===== config.mk =====
export PLATFORM = sky130hd
export DESIGN_NAME = div_sequencer
export DESIGN_NICKNAME = d
export VERILOG_FILES = /design/src/rtl/div_sequencer.sv
export SDC_FILE = /design/constraint.sdc
export NUM_CORES = 1
export LEC_CHECK = 0
export CORE_ASPECT_RATIO = 1.1
export CORE_MARGIN = 2
export CORE_UTILIZATION = 35
export CTS_BUF_LIST = sky130_fd_sc_hd__clkbuf_8
export DETAILED_ROUTE_END_ITERATION = 12
export SKIP_LAST_GASP = 1
export SLEW_MARGIN = 40
export SYNTH_ARGS = -nofsm -noshare
export SYNTH_HDL_FRONTEND = slang
export SYNTH_SLANG_ARGS = --single-unit

===== constraint.sdc =====
create_clock -name clk -period 3 [get_ports clk]
set_clock_uncertainty 0.15 [all_clocks]
set_input_delay 0.45 -clock clk [delete_from_list [all_inputs] [get_ports clk]]
set_output_delay 0.45 -clock clk [all_outputs]
set_load 0.03 [all_outputs]

===== src/rtl/div_sequencer.sv =====
// Multi-cycle RV32M DIV/DIVU/REM/REMU sequencer: restoring division, one quotient bit per cycle, borrowing the shared ALU.
// Latency: done pulses WORD_LEN+4 cycles after start is sampled (1 cycle for divide-by-zero / signed overflow).
// Backpressure: busy stalls EX from start until done inclusive; start is ignored while busy, flush aborts silently.
// Ports: clk/rst (sync, active-high), start/op/a/b request, flush abort, busy/done/result status,
//        alu_sel/alu_a/alu_b/alu_ctrl drive the EX operand mux, alu_out is the shared ALU result (same cycle).
module div_sequencer #(
  parameter int         WORD_LEN      = 32,
  parameter logic [3:0] ALU_CTRL_SUB  = 4'b0001,
  parameter logic [3:0] ALU_CTRL_ZERO = 4'b0000
) (
  input  logic                clk,
  input  logic                rst,
  input  logic                start,
  input  logic [1:0]          op,
  input  logic [WORD_LEN-1:0] a,
  input  logic [WORD_LEN-1:0] b,
  input  logic                flush,
  output logic                busy,
  output logic                done,
  output logic [WORD_LEN-1:0] result,
  output logic                alu_sel,
  output logic [WORD_LEN-1:0] alu_a,
  output logic [WORD_LEN-1:0] alu_b,
  output logic [3:0]          alu_ctrl,
  input  logic [WORD_LEN-1:0] alu_out
);

  localparam int CW = $clog2(WORD_LEN);
  localparam logic [WORD_LEN-1:0] INT_MIN = {1'b1, {(WORD_LEN-1){1'b0}}};

  typedef enum logic [2:0] {
    S_IDLE, S_NEGA, S_NEGB, S_ITER, S_FIX, S_DONE
  } state_t;

  state_t              state;
  logic [WORD_LEN-1:0] dvd;      // dividend, shifted into the quotient during ITER
  logic [WORD_LEN-1:0] dvs;      // divisor magnitude
  logic [WORD_LEN-1:0] rem;      // partial remainder
  logic [CW-1:0]       cnt;
  logic                sgn;
  logic                neg_q;
  logic                neg_r;
  logic                want_rem;

  // Per-iteration trial subtract: the bit shifted out of rem (cout) means the
  // shifted value already exceeds any W-bit divisor, so unsigned operands with
  // the top bit set keep full precision.
  logic [WORD_LEN-1:0] shifted;
  logic                ge;
  logic [WORD_LEN-1:0] fix_sel;
  logic                fix_neg;

  assign shifted = {rem[WORD_LEN-2:0], dvd[WORD_LEN-1]};
  assign ge      = rem[WORD_LEN-1] | (shifted >= dvs);
  assign fix_sel = want_rem ? rem : dvd;
  assign fix_neg = want_rem ? neg_r : neg_q;

  // ALU operands are a pure decode of registered state: the ALU answers in the
  // same cycle, so registering them would cost an extra cycle per step.
  always_comb begin
    alu_a    = '0;
    alu_b    = '0;
    alu_ctrl = ALU_CTRL_ZERO;
    case (state)
      S_NEGA: begin alu_ctrl = ALU_CTRL_SUB; alu_b = dvd; end
      S_NEGB: begin alu_ctrl = ALU_CTRL_SUB; alu_b = dvs; end
      S_ITER: begin alu_ctrl = ALU_CTRL_SUB; alu_a = shifted; alu_b = dvs; end
      S_FIX:  begin alu_ctrl = ALU_CTRL_SUB; alu_b = fix_sel; end
      default: ;
    endcase
  end

  always_ff @(posedge clk) begin
    if (rst) begin
      state    <= S_IDLE;
      busy     <= 1'b0;
      done     <= 1'b0;
      result   <= '0;
      alu_sel  <= 1'b0;
      dvd      <= '0;
      dvs      <= '0;
      rem      <= '0;
      cnt      <= '0;
      sgn      <= 1'b0;
      neg_q    <= 1'b0;
      neg_r    <= 1'b0;
      want_rem <= 1'b0;
    end else if (flush) begin
      state   <= S_IDLE;
      busy    <= 1'b0;
      done    <= 1'b0;
      alu_sel <= 1'b0;
    end else begin
      case (state)
        S_IDLE: begin
          if (start) begin
            dvd      <= a;
            dvs      <= b;
            rem      <= '0;
            want_rem <= op[1];
            sgn      <= ~op[0];
            neg_q    <= ~op[0] & (a[WORD_LEN-1] ^ b[WORD_LEN-1]);
            neg_r    <= ~op[0] & a[WORD_LEN-1];
            busy     <= 1'b1;
            if (b == '0) begin
              result <= op[1] ? a : '1;
              done   <= 1'b1;
              state  <= S_DONE;
            end else if (~op[0] && (a == INT_MIN) && (b == '1)) begin
              result <= op[1] ? '0 : a;
              done   <= 1'b1;
              state  <= S_DONE;
            end else begin
              alu_sel <= 1'b1;
              state   <= S_NEGA;
            end
          end
        end
        S_NEGA: begin
          if (sgn && dvd[WORD_LEN-1]) dvd <= alu_out;
          state <= S_NEGB;
        end
        S_NEGB: begin
          if (sgn && dvs[WORD_LEN-1]) dvs <= alu_out;
          cnt   <= CW'(WORD_LEN - 1);
          state <= S_ITER;
        end
        S_ITER: begin
          rem <= ge ? alu_out : shifted;
          dvd <= {dvd[WORD_LEN-2:0], ge};
          if (cnt == '0) state <= S_FIX;
          else           cnt   <= cnt - 1'b1;
        end
        S_FIX: begin
          result  <= fix_neg ? alu_out : fix_sel;
          alu_sel <= 1'b0;
          done    <= 1'b1;
          state   <= S_DONE;
        end
        S_DONE: begin
          done  <= 1'b0;
          busy  <= 1'b0;
          state <= S_IDLE;
        end
        default: state <= S_IDLE;
      endcase
    end
  end

endmodule

# --- After elaboration in Yosys (flattened, before gate mapping) ---
# Cells that the tools add are included.
word_totals:
  elab_cells: 101
  regBits: 143
  inputBits: 102
op_classes:
  mux: 38
  add_sub_neg: 1
  bitwise: 6
  n_eq_ne: 15
  order_cmp: 1
  reduce_logical: 27
ops:
  columns: ["cell", "count"]
  rows:
  - ["$mux W32", 14]
  - ["$pmux W32 S2", 3]
  - ["$pmux W32 S3", 2]
  - ["$eq A32 B32 Y1 const B", 2]
  - ["$ge A32 B32 Y1", 1]
  - ["$logic_not A32 Y1", 1]
  - ["$reduce_and A4 Y1", 4]
  - ["$pmux W3 S5", 1]
  - ["$ne A2 B2 Y1 const B", 7]
  - ["$mux W3", 4]
  - ["$reduce_and A3 Y1", 4]
  - ["$pmux W5 S2", 1]
  - ["$reduce_bool A2 Y1", 5]
  - ["$mux W1", 9]
  - ["$eq A3 B2 Y1 const B", 2]
  - ["$eq A3 B3 Y1 const B", 2]
  - ["$reduce_bool A3 Y1", 2]
  - ["$logic_not A5 Y1", 1]
  - ["$mux W5", 1]
  - ["$sub A5 B1 Y5 const B", 1]
  - ["$logic_and A1 B1 Y1", 4]
  - ["$pmux W1 S2", 2]
  - ["$reduce_and A2 Y1", 2]
  - ["$reduce_or A2 Y1", 2]
  - ["9 further kinds", 11]

# --- Logic depth before layout (Yosys ltp) ---
depth:
  depth_word: 7
  ltp_mapped: 9
  mapped_depth_nobuf: 8

# --- Worst setup path before layout ---
# No wires, ideal clock.
synth_path:
  path_kind: "reg2out"
  from: "register state[1]"
  to: "output alu_b[10]"
  required_time_ns: 2.400
  arrival_time_ns: 1.976
  stages_incl_launch_ff: 6
  n_path_buf: 3
  setup_slack_ns: 0.424
  path_cell_list: "dfxtp_1 -> clkbuf_1 -> clkbuf_1 -> clkbuf_1 -> a22oi_1 -> o22ai_1"
synth_between:
  elab_chain_len: 3
synth_lines:
  columns: ["element", "line_no", "source"]
  rows:
  - ["from (decl)", "35", "state_t state;"]
  - ["from (signal assigned)", "75", "state <= S_IDLE;"]
  - ["from (signal assigned)", "89", "state <= S_IDLE;"]
  - ["from (signal assigned)", "108", "state <= S_DONE;"]
  - ["$eq A3 B2 Y1", "64", "case (state)"]
  - ["$reduce_or A2 Y1 (no source line)", null, null]
  - ["$pmux W32 S3 (*)", "64", null]
  - ["to (decl)", "23", "output logic [WORD_LEN-1:0] alu_b,"]
# Mark *: on every way between the ends. The rest lies on a longest branch, timed or not.

# --- Final worst setup path ---
layout_path:
  from: "input b[1]"
  to: "register result[15]"
layout_between:
  elab_chain_len: 4
layout_lines:
  columns: ["element", "line_no", "source"]
  rows:
  - ["from (decl)", "16", "input logic [WORD_LEN-1:0] b,"]
  - ["$eq A32 B32 Y1 / $logic_not A32 Y1 (equally long branches)", "109, 105", null]
  - ["$logic_and A1 B1 Y1 / $mux W32 (equally long branches)", "109, 105", null]
  - ["$ne A3 B3 Y1 (no source line) / $mux W32 (equally long branches)", null, null]
  - ["$reduce_and A4 Y1 (no source line) / $pmux W32 S2 (equally long branches)", null, null]
  - ["to (signal assigned)", "106", "result <= op[1] ? a : '1;"]
  - ["to (signal assigned)", "110", "result <= op[1] ? '0 : a;"]
  - ["to (signal assigned)", "135", "result <= fix_neg ? alu_out : fix_sel;"]
  - ["to (decl)", "20", "output logic [WORD_LEN-1:0] result,"]
# Several ways; a longest one is shown, not always the timed one. The select of a mux whose other input is x is not followed.
# A chain may end at the register's enable or synchronous reset.

==> out/summary.txt <==
First-pass GRT wire length -> 66680 um
Synthesized cell area -> 10380 um2
Clock transition at path regs -> 0.09 ns
Status -> complete, no violations
Final GP Congestion -> 0.8527
Die Wd -> 168.2 um
Buffers added on ports -> 201
Dpl cells -> 1870
Peak per-stage delay on the critical path -> 0.53 ns
Max H-tree Level -> 4
Initial antenna violation count -> 0
Max Root-Sink Buffers -> 2
R2R depth -> 10
Slew @ Worst Pin -> 0.6889 ns
Main synth FF type -> dfxtp_1
RR Endpoint -> rem[10]$_SDFFE_PP0P_
Most frequent cells in the layout -> clkdlybuf4s50_1, dfxtp_1, nand2_1
Max Slew Vio Count -> 0
Final ANT Viol Nets -> 0
N_diodes -> 0
Setup TNS after final layout -> 0 ns
Remaining DRCs -> 0
Core Area -> 29400 um2
Pwr/cell area -> 332.5 nW/um2
Die area -> 31060 um2
Vias in the first global route -> 11033
Layout cells sized above 1 -> 0.1648
Buf/Inv on CP -> 3
FMAX -> 345.7 MHz
Filler cell count in the final layout -> 2881
Ys Warns -> 0
Critical path depth in cells -> 9
TritonCTS clock tree -> done
Clock Latency Late Sink -> 0.47 ns
1st-pass router iterations -> 6
Startpoint types -> input port
Total chip power -> 4.691 mW
Critical path class -> input port to flip-flop
Root Buffer -> clkbuf_8
All-Layer GR Usage -> 0.2754
DR vias -> 11824
Routed vias/inst -> 6.213
CP Capture Type -> flip-flop
Min Tclk post-route -> 2.893 ns
Gate Count Post-Synth -> 1333
Reg-to-Reg Start -> dvs[31]$_SDFFE_PP0P_
Slowest cell on the critical path -> clkdlybuf4s50_1
Flop2flop setup slack -> 0.20 ns
Syn-to-layout area delta -> 35.86%
Synth unique cells -> 56
Hold WC Path Type -> flip-flop to flip-flop
Post-route cell area -> 14110 um2
CTS Hold Bufs -> 0
CP Max Fanout -> 54
CP required -> 3.24 ns
Total grt overflow -> 0
Hold Fails Final Rpt -> 0
Critical Path Sink -> result[15]$_SDFFE_PP0P_
Unrepaired setup endpoints after global routing -> no
Maximum vdd ir drop -> 271.8 uV
DRT iter0 DRCs -> 1456
Sink Count -> 143
Num CTS Buffers -> 17
Avg Inst Size Synth -> 7.790 um2
DIE HEIGHT -> 184.7 um
Placed inst area -> 13630 um2
Top-Level Pins -> 205
Rows -> 66
Hpwl dp -> 31010 um
Post-synthesis sequential area ratio -> 0.2757
Worst path cell trace -> clkdlybuf4s50_1 -> buf_4 -> nor4_1 -> and4_2 -> buf_12 -> a31oi_1 -> o31ai_1 -> a211oi_1 -> a211oi_2
Final setup violating endpoints -> 0
CP top delay family -> buffers and inverters
Max-slew headroom -> 0.5365
NumNets Final -> 1652
Post-synth EDFFs -> 0
Synth Register Bits -> 143
Data arrival time of the worst path -> 3.13 ns
Drt total wl -> 43910 um
Async S/R FF share, synth -> 0
Initial Util -> 0.3532
Final period util -> 0.9642
Worst Hold Depth -> 2
Beginning of the critical path -> b[1]
Final cell count without fillers -> 1903
Total of max-cap violations -> 0
P_leak -> 5.092 nW
Commonest non-fill, non-tap cell in the layout -> clkdlybuf4s50_1
Drt wl/cell -> 23.08 um
Pin count of the biggest net entering global routing -> 68
## cell type report
class / count / area (um2) / share of cell area
multi-input combinational: 975 / 6771 / 0.4800
inverter: 69 / 259.0 / 0.01836
timing repair buffer: 310 / 3309 / 0.2346
clock buffer: 18 / 247.7 / 0.01756
clock inverter: 14 / 182.7 / 0.01295
sequential: 143 / 2869 / 0.2034
tap: 374 / 467.9 / 0.03317
## kinds of logic (layout without fill, tap and decap cells)
| kind of cell | count (synthesis) | count (layout) | synth area share |
|---|---|---|---|
| buf+inv | 217 | 411 | 0.08230 |
| xor+xnor | 5 | 5 | 0.004218 |
| mux | 96 | 96 | 0.09254 |
| fa+ha+maj | 34 | 34 | 0.04097 |
| other cells | 1 | 3 | 0.0003611 |
| flops | 143 | 143 | 0.2757 |
| compound gates | 475 | 475 | 0.3321 |
| simple gates | 362 | 362 | 0.1718 |
## worst min-delay path, delay by kind of cell, from the launching register on
kind / cells / cell delay [ns]
compound gates: 1 / 0.05
buf+inv: 1 / 0.06
flops: 1 / 0.32
## report_power, final
| part | switching, mW | total, mW | internal [mW] |
|---|---|---|---|
| clock | 0.881 | 1.74 | 0.860 |
| sequential | 0.0605 | 2.02 | 1.96 |
| combinational | 0.538 | 0.932 | 0.394 |
## synthesized netlist by cell type (5+ instances only)
library cell / instances / area (um2)
nor4_1: 16 / 100.1
a211oi_1: 66 / 495.5
a32oi_1: 32 / 280.3
nand2_1: 119 / 446.7
a211oi_2: 30 / 375.4
dfxtp_1: 143 / 2863
and3_1: 63 / 394.1
a21oi_1: 92 / 460.4
nand4_1: 14 / 87.58
nor2_1: 48 / 180.2
mux2i_1: 96 / 960.9
nand3_1: 70 / 350.3
inv_1: 69 / 259.0
o22ai_1: 32 / 200.2
clkbuf_1: 130 / 488.0
ha_1: 34 / 425.4
o211ai_1: 95 / 713.2
a22oi_1: 32 / 240.2
nor3_1: 7 / 35.03
buf_1: 9 / 33.78
o21ai_0: 5 / 25.02
a31oi_1: 35 / 219.0
o31ai_1: 33 / 247.7
## repair_timing
action | in CTS | in global routing
setup buffers | 0 | 1
resized for setup | 0 | 5
endpoints found under the setup margin | 0 | 51
## sequential cells by signal, indices dropped and copies added (netlist names)
name	count
alu_sel	1
busy	1
cnt	5
done	1
dvd	32
dvs	32
neg_q	1
neg_r	1
rem	32
result	32
sgn	1
state	3
want_rem	1
## worst min path at each step
stage | startpoint | end | slack [ns]
5_1_grt | result[16]$_SDFFE_PP0P_ | result[16]$_SDFFE_PP0P_ | 0.34
3_3_place_gp | result[26]$_SDFFE_PP0P_ | result[26]$_SDFFE_PP0P_ | 0.30
2_1_floorplan | neg_r$_SDFFE_PP0P_ | neg_r$_SDFFE_PP0P_ | 0.29
4_1_cts | result[18]$_SDFFE_PP0P_ | result[18]$_SDFFE_PP0P_ | 0.32
3_5_place_dp | result[18]$_SDFFE_PP0P_ | result[18]$_SDFFE_PP0P_ | 0.30
6_report | result[18]$_SDFFE_PP0P_ | result[18]$_SDFFE_PP0P_ | 0.31
## routing by layer
layer	share of wire	GRT usage
met5	0	0
met4	0.037	0.1114
met3	0.075	0.03565
met2	0.48	0.4668
met1	0.41	0.3544
## per-stage QoR
| step | worst slack [ns] | hold slack (ns) | utilization |
|---|---|---|---|
| global route | 0.006054 | 0.3385 | 0.4799 |
| global placement | -0.3758 | 0.3043 | 0.4637 |
| finish | 0.1074 | 0.3141 | 0.4799 |
| CTS | 0.06516 | 0.3170 | 0.4784 |
| detailed placement | -0.4151 | 0.3027 | 0.4637 |
| floorplan | 0.4240 | 0.2860 | - |
(Power assumes the default switching activity.)
